[config.mk]
export PLATFORM = sky130hd
export DESIGN_NAME = servo_angle_sequencer_flat
export DESIGN_NICKNAME = d
export VERILOG_FILES = /design/src/rtl/servo_angle_sequencer_if.sv /design/src/rtl/servo_angle_sequencer.sv /design/src/flat_wrapper.sv
export SDC_FILE = /design/constraint.sdc
export NUM_CORES = 1
export LEC_CHECK = 0
export ABC_AREA = 0
export CORE_ASPECT_RATIO = 2
export CORE_UTILIZATION = 35
export CTS_BUF_LIST = sky130_fd_sc_hd__clkbuf_8
export DETAILED_ROUTE_END_ITERATION = 12
export MAX_ROUTING_LAYER = met4
export PLACE_DENSITY = 0.53
export SYNTH_ARGS = -nofsm -noshare
export SYNTH_HDL_FRONTEND = slang
export SYNTH_SLANG_ARGS = --single-unit
[constraint.sdc]
create_clock -name clk -period 4.95 [get_ports clk]
set_clock_uncertainty 0.2 [all_clocks]
set_input_delay 0.7425 -clock clk [delete_from_list [all_inputs] [get_ports clk]]
set_output_delay 0.7425 -clock clk [all_outputs]
set_load 0.02 [all_outputs]
[src/rtl/servo_angle_sequencer_if.sv]
// Target-angle write port: valid/ready handshake carrying a channel select and angle.
interface servo_angle_sequencer_if;
  logic       cmd_valid;
  logic       cmd_ready;
  logic [1:0] cmd_ch;
  logic [7:0] cmd_angle;

  modport master (output cmd_valid, output cmd_ch, output cmd_angle, input cmd_ready);
  modport slave  (input cmd_valid, input cmd_ch, input cmd_angle, output cmd_ready);
endinterface

[src/rtl/servo_angle_sequencer.sv]
// Four-channel servo angle slewer: moves each output toward its target by at most
// STEP degrees once per update period and strobes nextangle after any change.
module servo_angle_sequencer #(
  parameter int UPDATE_CYCLES = 1_000_000,
  parameter int STEP          = 2,
  parameter int MAX_ANGLE     = 180,
  parameter int RESET_ANGLE   = 90
) (
  input  logic                   clk,
  input  logic                   rst,
  servo_angle_sequencer_if.slave cmd,
  output logic [7:0]             angle1,
  output logic [7:0]             angle2,
  output logic [7:0]             angle3,
  output logic [7:0]             angle4,
  output logic                   nextangle,
  output logic                   busy
);
  typedef enum logic [1:0] {S_INIT, S_WAIT, S_STROBE} state_t;

  localparam int              CW    = (UPDATE_CYCLES > 1) ? $clog2(UPDATE_CYCLES) : 1;
  localparam logic [CW-1:0]   LAST  = CW'(UPDATE_CYCLES - 1);
  localparam logic [8:0]      STEP9 = 9'(STEP);
  localparam logic [7:0]      MAXA  = 8'(MAX_ANGLE);
  localparam logic [7:0]      RSTA  = 8'(RESET_ANGLE);

  state_t        state;
  logic [CW-1:0] cnt;
  logic [7:0]    cur    [4];
  logic [7:0]    tgt    [4];
  logic [7:0]    cur_nx [4];
  logic [7:0]    tgt_nx [4];
  logic [7:0]    wdata;
  logic          tick;
  logic          accept;
  logic          changed;
  logic          busy_nx;

  // One bounded step toward the target; the step shrinks to land exactly on it.
  function automatic logic [7:0] slew(input logic [7:0] c, input logic [7:0] t);
    logic [8:0] d;
    d = '0;
    if (c < t) begin
      d    = {1'b0, t} - {1'b0, c};
      slew = 8'({1'b0, c} + ((d < STEP9) ? d : STEP9));
    end else if (c > t) begin
      d    = {1'b0, c} - {1'b0, t};
      slew = 8'({1'b0, c} - ((d < STEP9) ? d : STEP9));
    end else begin
      slew = c;
    end
  endfunction

  assign tick   = (state == S_WAIT) && (cnt == LAST);
  assign accept = cmd.cmd_valid && cmd.cmd_ready;
  assign wdata  = (cmd.cmd_angle > MAXA) ? MAXA : cmd.cmd_angle;

  // A write landing on a tick edge only affects tgt_nx, so the tick slews toward the old target.
  always_comb begin
    changed = 1'b0;
    busy_nx = 1'b0;
    for (int unsigned i = 0; i < 4; i++) begin
      cur_nx[i] = tick ? slew(cur[i], tgt[i]) : cur[i];
      tgt_nx[i] = tgt[i];
      if (accept && (cmd.cmd_ch == 2'(i))) tgt_nx[i] = wdata;
      if (cur_nx[i] != cur[i]) changed = 1'b1;
      if (cur_nx[i] != tgt_nx[i]) busy_nx = 1'b1;
    end
  end

  always_ff @(posedge clk) begin
    if (rst) begin
      state         <= S_INIT;
      cnt           <= '0;
      nextangle     <= 1'b0;
      busy          <= 1'b0;
      cmd.cmd_ready <= 1'b0;
      for (int unsigned i = 0; i < 4; i++) begin
        cur[i] <= RSTA;
        tgt[i] <= RSTA;
      end
    end else begin
      nextangle <= 1'b0;
      busy      <= busy_nx;
      for (int unsigned i = 0; i < 4; i++) begin
        cur[i] <= cur_nx[i];
        tgt[i] <= tgt_nx[i];
      end
      if (state != S_INIT) cnt <= (cnt == LAST) ? '0 : cnt + 1'b1;
      case (state)
        S_INIT: begin
          nextangle     <= 1'b1;
          cmd.cmd_ready <= 1'b1;
          state         <= S_WAIT;
        end
        S_WAIT: begin
          if (tick && changed) state <= S_STROBE;
        end
        S_STROBE: begin
          nextangle <= 1'b1;
          state     <= S_WAIT;
        end
        default: state <= S_INIT;
      endcase
    end
  end

  assign angle1 = cur[0];
  assign angle2 = cur[1];
  assign angle3 = cur[2];
  assign angle4 = cur[3];
endmodule

[src/flat_wrapper.sv]
// flat-port wrapper written by rule: the top's interface ports become plain ports
module servo_angle_sequencer_flat 
#(
  parameter int UPDATE_CYCLES = 1_000_000,
  parameter int STEP          = 2,
  parameter int MAX_ANGLE     = 180,
  parameter int RESET_ANGLE   = 90
)
  (clk, rst, angle1, angle2, angle3, angle4, nextangle, busy, cmd_cmd_valid, cmd_cmd_ch, cmd_cmd_angle, cmd_cmd_ready);
  servo_angle_sequencer_if cmd_i ();
  input  logic clk;
  input  logic rst;
  output logic [7:0] angle1;
  output logic [7:0] angle2;
  output logic [7:0] angle3;
  output logic [7:0] angle4;
  output logic nextangle;
  output logic busy;
  input wire logic [$bits(cmd_i.cmd_valid)-1:0] cmd_cmd_valid;
  input wire logic [$bits(cmd_i.cmd_ch)-1:0] cmd_cmd_ch;
  input wire logic [$bits(cmd_i.cmd_angle)-1:0] cmd_cmd_angle;
  output wire logic [$bits(cmd_i.cmd_ready)-1:0] cmd_cmd_ready;
  assign cmd_i.cmd_valid = cmd_cmd_valid;
  assign cmd_i.cmd_ch = cmd_cmd_ch;
  assign cmd_i.cmd_angle = cmd_cmd_angle;
  assign cmd_cmd_ready = cmd_i.cmd_ready;
  servo_angle_sequencer #(.UPDATE_CYCLES(UPDATE_CYCLES), .STEP(STEP), .MAX_ANGLE(MAX_ANGLE), .RESET_ANGLE(RESET_ANGLE)) u_core (.clk(clk), .rst(rst), .cmd(cmd_i), .angle1(angle1), .angle2(angle2), .angle3(angle3), .angle4(angle4), .nextangle(nextangle), .busy(busy));
endmodule
# Word-level counts from Yosys, hierarchy flattened
# Memory sizes are Yosys's and may differ from the RTL's.
# Index checks and enable logic that the tools add are counted.
# op_classes
addsub	17
magnitude_cmp	17
eq_ne	15
muxes	48
bitwise_logic	8
reduce_logical	11
# ops
operator	count
2-to-1 mux 8 bit	33
< comparator 9 x 2 -> 1 bit, second input constant	8
subtractor 8 x 8 -> 9 bit	8
!= test 8 bit	8
adder 8 bit	4
> comparator 8 bit	4
< comparator 8 bit	4
subtractor 8 bit	4
adder 20 x 1 -> 20 bit, second input constant	1
== test 20 bit, second input constant	1
2-to-1 mux 20 bit	1
2-to-1 mux 1 bit	12
> comparator 8 bit, second input constant	1
bitwise OR 1 bit	8
logical AND 1 bit	7
== test 2 bit, second input constant	3
== test 2 x 1 -> 1 bit, second input constant	2
zero test 2 bit	2
case mux 2 bit (2 select lines)	1
2-to-1 mux 2 bit	1
!= test 2 bit, second input constant	1
nonzero test 2 bit	1
OR reduction 2 bit	1
# word_totals
reg_bits	25
ram_bits	64
inputBits	13
out_inout_bits	35
word_cells	123
memories	2
# mem_list
name	depth	word_bits	rd	rd_clocked_by_memory_dff	wr	line	rtl
u_core.cur	4	8	4	0	4	servo_angle_sequencer.sv:29	logic [7:0] cur [4];
u_core.tgt	4	8	4	0	4	servo_angle_sequencer.sv:30	logic [7:0] tgt [4];

# Depth between registers and ports, before layout
# An unclocked memory read counts as a cell.
# depth
ltp_word	16
mapped_depth	24

# Worst setup path after synthesis
# Ideal clock, no wire load.
# synth_timing
kind	reg-to-reg
startpoint	mem u_core.cur[2][1], in the netlist u_core.cur[0][17]
endpoint	reg u_core.state[1]
setup_ns	0.128
arrival_time_ns	5.325
required_ns	4.622
path_slack_ns	-0.703
stages_incl_launch_ff	22
cell_sequence	dfxtp_1 > inv_1 > fa_1 > xor2_1 > a211oi_1 > nand4_1 > nor4_1 > nand2_1 > or3_1 > fa_1 > xor2_1 > xnor2_1 > a21oi_1 > nor2_1 > a31oi_1 > nand4_1 > a221o_1 > or4_1 > a2111oi_0 > nand4_1 > nor3b_1 > nor3_2
# synth_lines
item	line	rtl
start: declaration	servo_angle_sequencer.sv:29	
end signal: assignment	servo_angle_sequencer.sv:73	state <= S_INIT;
end signal: assignment	servo_angle_sequencer.sv:94	state <= S_WAIT;
end signal: assignment	servo_angle_sequencer.sv:97	if (tick && changed) state <= S_STROBE;
end: declaration	servo_angle_sequencer.sv:27	state_t state;

==> flow_summary.ini <==
[placement]
port_buffers = 47
post-place-ws_ns = -0.615
place_congestion = 1.05
place.detailed.hpwl_um = 42400

[cells_and_area]
antennaDiodeCount = 0
syn2layout_area_growth_pct = 36.9
register_area_um2 = 1830
drive_above_1_share_pct = 26.5
nets = 2185
fillers = 3524
final_cell_mix = 366 x buf_4, 179 x nor2_1, 152 x a21oi_1
layout_commonest_cell = buf_4
multi_input_area_um2 = 10000

[global_routing]
overflow = 0
grt_pass1_wl_um = 78100
grtUsageTotal_pct = 30.1
grt_antenna_before_repair = 0
grt_pass1_vias = 14209
grt_max_degree = 38

[logic_synthesis]
ys_seq_area_share_pct = 14.9
synth_cells = 1650
synth_top_cell_area_share_pct = 14.9
yosysWarnings = 0
yosysTopAreaCell = dfxtp_1
netlist_top_cells_area = dfxtp_1 15%, ha_1 12%, a21oi_1 6.5%, nor2_1 5.7%, nand2_1 3.7%
synth_edf_count = 0
synth_ff_type = dfxtp_1
ys_ff_latch = 89
synth.distinct_cells = 103
async_flop_share_pct = 0
synth_area_um2 = 11900
syn_area_per_cell_um2 = 7.23

[detailed_routing]
first_pass_iters = 5
viasPerCell = 5.69
avgRoutedWirePerCell_um = 20.6
postRouteAntennaNets = 0
routed_wl_um = 51200
drc = 0
drt-initial-drc-count = 792
via_count = 14125

[worst_setup_path]
startpoint_type = register
r2r_cells = 21
end_kind = register
worstSetupPathType = register to register
worstPathRequired_ns = 5.04
path_max_fanout = 4
critPathArrivalTime_ns = 5.36

[timing]
worst_slack_ns = -0.322
fin_crit_sh_pct = 107
rsz0062_at_grt = yes
final.setup.tns_ns = -0.904
worst_pin_slew_ns = 0.782
post-route-min-period_ns = 5.27
finalHoldViolCount = 0
slew_violations = 0
slew_headroom_pct = 47.3
clock.fmax_mhz = 190
setup_viol = 3

[clock_tree]
cts_tree = done
clkTransAtPathRegs_ns = 0.10
cts.path.max_buffers = 2
insertion_delay_ns = 0.40
cts_root_buf = clkbuf_8
cts.htree.levels = 3
clock-sinks = 89
numCtsBuffers = 9

[floorplan]
row_count = 95
die_w_um = 133
dieHeight_um = 263
start_util_pct = 35.6
ioPinCount = 48
fp.coreArea_um2 = 33500
die_area_um2 = 34900

[status]
status = finished, violations left
violations = negative setup slack

[hold_path]
hold_depth = 2
hold_path.class = register to register

[pwr]
p_leak_uw = 0.00727
power.density_nw_per_um2 = 157
vdd_ir_drop_max_v = 0.000259

[run]
maxCapViolations = 0
metrics by stage:
step           utilization (%)  cell area, um^2  total power [uW]  std cells  hold slack [ns]
6_report                  48.7            16300              2560       2484            0.300
5_1_grt                   48.7            16300              2700       2484            0.335
4_1_cts                   48.4            16200              2540       2483            0.294
3_5_place_dp              46.6            15600              1970       2455            0.282
3_3_place_gp              46.6            15600              1960       2455            0.269
2_1_floorplan                -            12200              1460       1688            0.240
state kept, by name (all words and copies together), names as in the netlist:
signal and count:
u_core.cur 32, u_core.cnt 20, u_core.nextangle 1, u_core.cmd.cmd_ready 1
u_core.busy 1, u_core.tgt 32, u_core.state 2
where the power goes:
group | internal (uW) | leakage (uW) | switching [uW]
Clock | 198 | 0.0000984 | 304
Combinational | 608 | 0.00644 | 723
Sequential | 722 | 0.000724 | 10.8
Total | 1530 | 0.00727 | 1040
worst max-delay path, stage by stage, from the launching register on:
cell and delay [ns]:
dfxtp_1 0.32, buf_4 0.15, ha_1 0.23, fa_1 0.41, nand2b_1 0.21, a21o_1 0.19
and3_1 0.16, o32a_1 0.20, and4_1 0.24, fa_1 0.39, nand2b_4 0.17, a21oi_2 0.18
xor2_2 0.13, buf_4 0.16, nand3_1 0.15, nand4_1 0.11, a221o_1 0.26, or4_4 0.53
a2111oi_4 0.29, nand4_1 0.19, nor3b_2 0.22, nor3_2 0.05
layout make-up:
class / instances / share of cell area (%)
clock buffer: 10 / 0.843
clock inverter: 6 / 0.253
inverter: 116 / 2.69
multi-input combinational: 1410 / 61.5
sequential: 89 / 11.2
tap: 436 / 3.34
timing repair buffer: 417 / 20.2
cells by family after synthesis:
| group | Yosys count | share of synthesized area [%] |
|---|---|---|
| multiplexers | 18 | 1.56 |
| AND/OR/NAND/NOR | 652 | 28.3 |
| AO/OA/AOI/OAI | 488 | 27.9 |
| flip-flops | 89 | 14.9 |
| adder cells (fa/ha/maj) | 129 | 14.5 |
| XOR/XNOR | 83 | 6.10 |
| other | 2 | 0.0630 |
| buffers and inverters | 189 | 6.60 |
repair_timing:
item	in CTS	in global routing
resized for setup	66	23
buffers inserted	12	1
pin swaps	38	17
endpoints found under the setup margin	3	4
hold buffers	0	0
final timing paths:
kind,start,to,slack (ns)
worst min register to register,u_core.cnt[1],u_core.cnt[1],0.30
worst max register to register,u_core.tgt[0][0],u_core.state[1],-0.32
worst max-delay path,u_core.tgt[0][0],u_core.state[1],-0.32
worst min-delay path,u_core.cnt[1],u_core.cnt[1],0.30
synth_stat cells (16+ instances only):
master / number
a211oi_1: 22
a21o_1: 16
a21oi_1: 156
buf_2: 29
clkbuf_1: 33
dfxtp_1: 89
fa_1: 16
ha_1: 113
inv_1: 116
nand2_1: 119
nand2b_1: 52
nand3_1: 56
nand4_1: 29
nor2_1: 182
nor2b_1: 27
nor3_1: 44
nor4_1: 16
o21ai_0: 64
o22ai_1: 17
or3_1: 18
xnor2_1: 43
xor2_1: 40
per-layer routing:
metal | track usage (%) | vias up | routed length [um]
met5 | - | - | 0
met2 | 55.0 | 441 | 26700
met4 | 24.7 | 0 | 4720
met1 | 28.0 | 6659 | 17800
met3 | 3.18 | 238 | 1850
li1 | - | 6787 | -
Note: power is estimated with default switching activity, not from simulation.
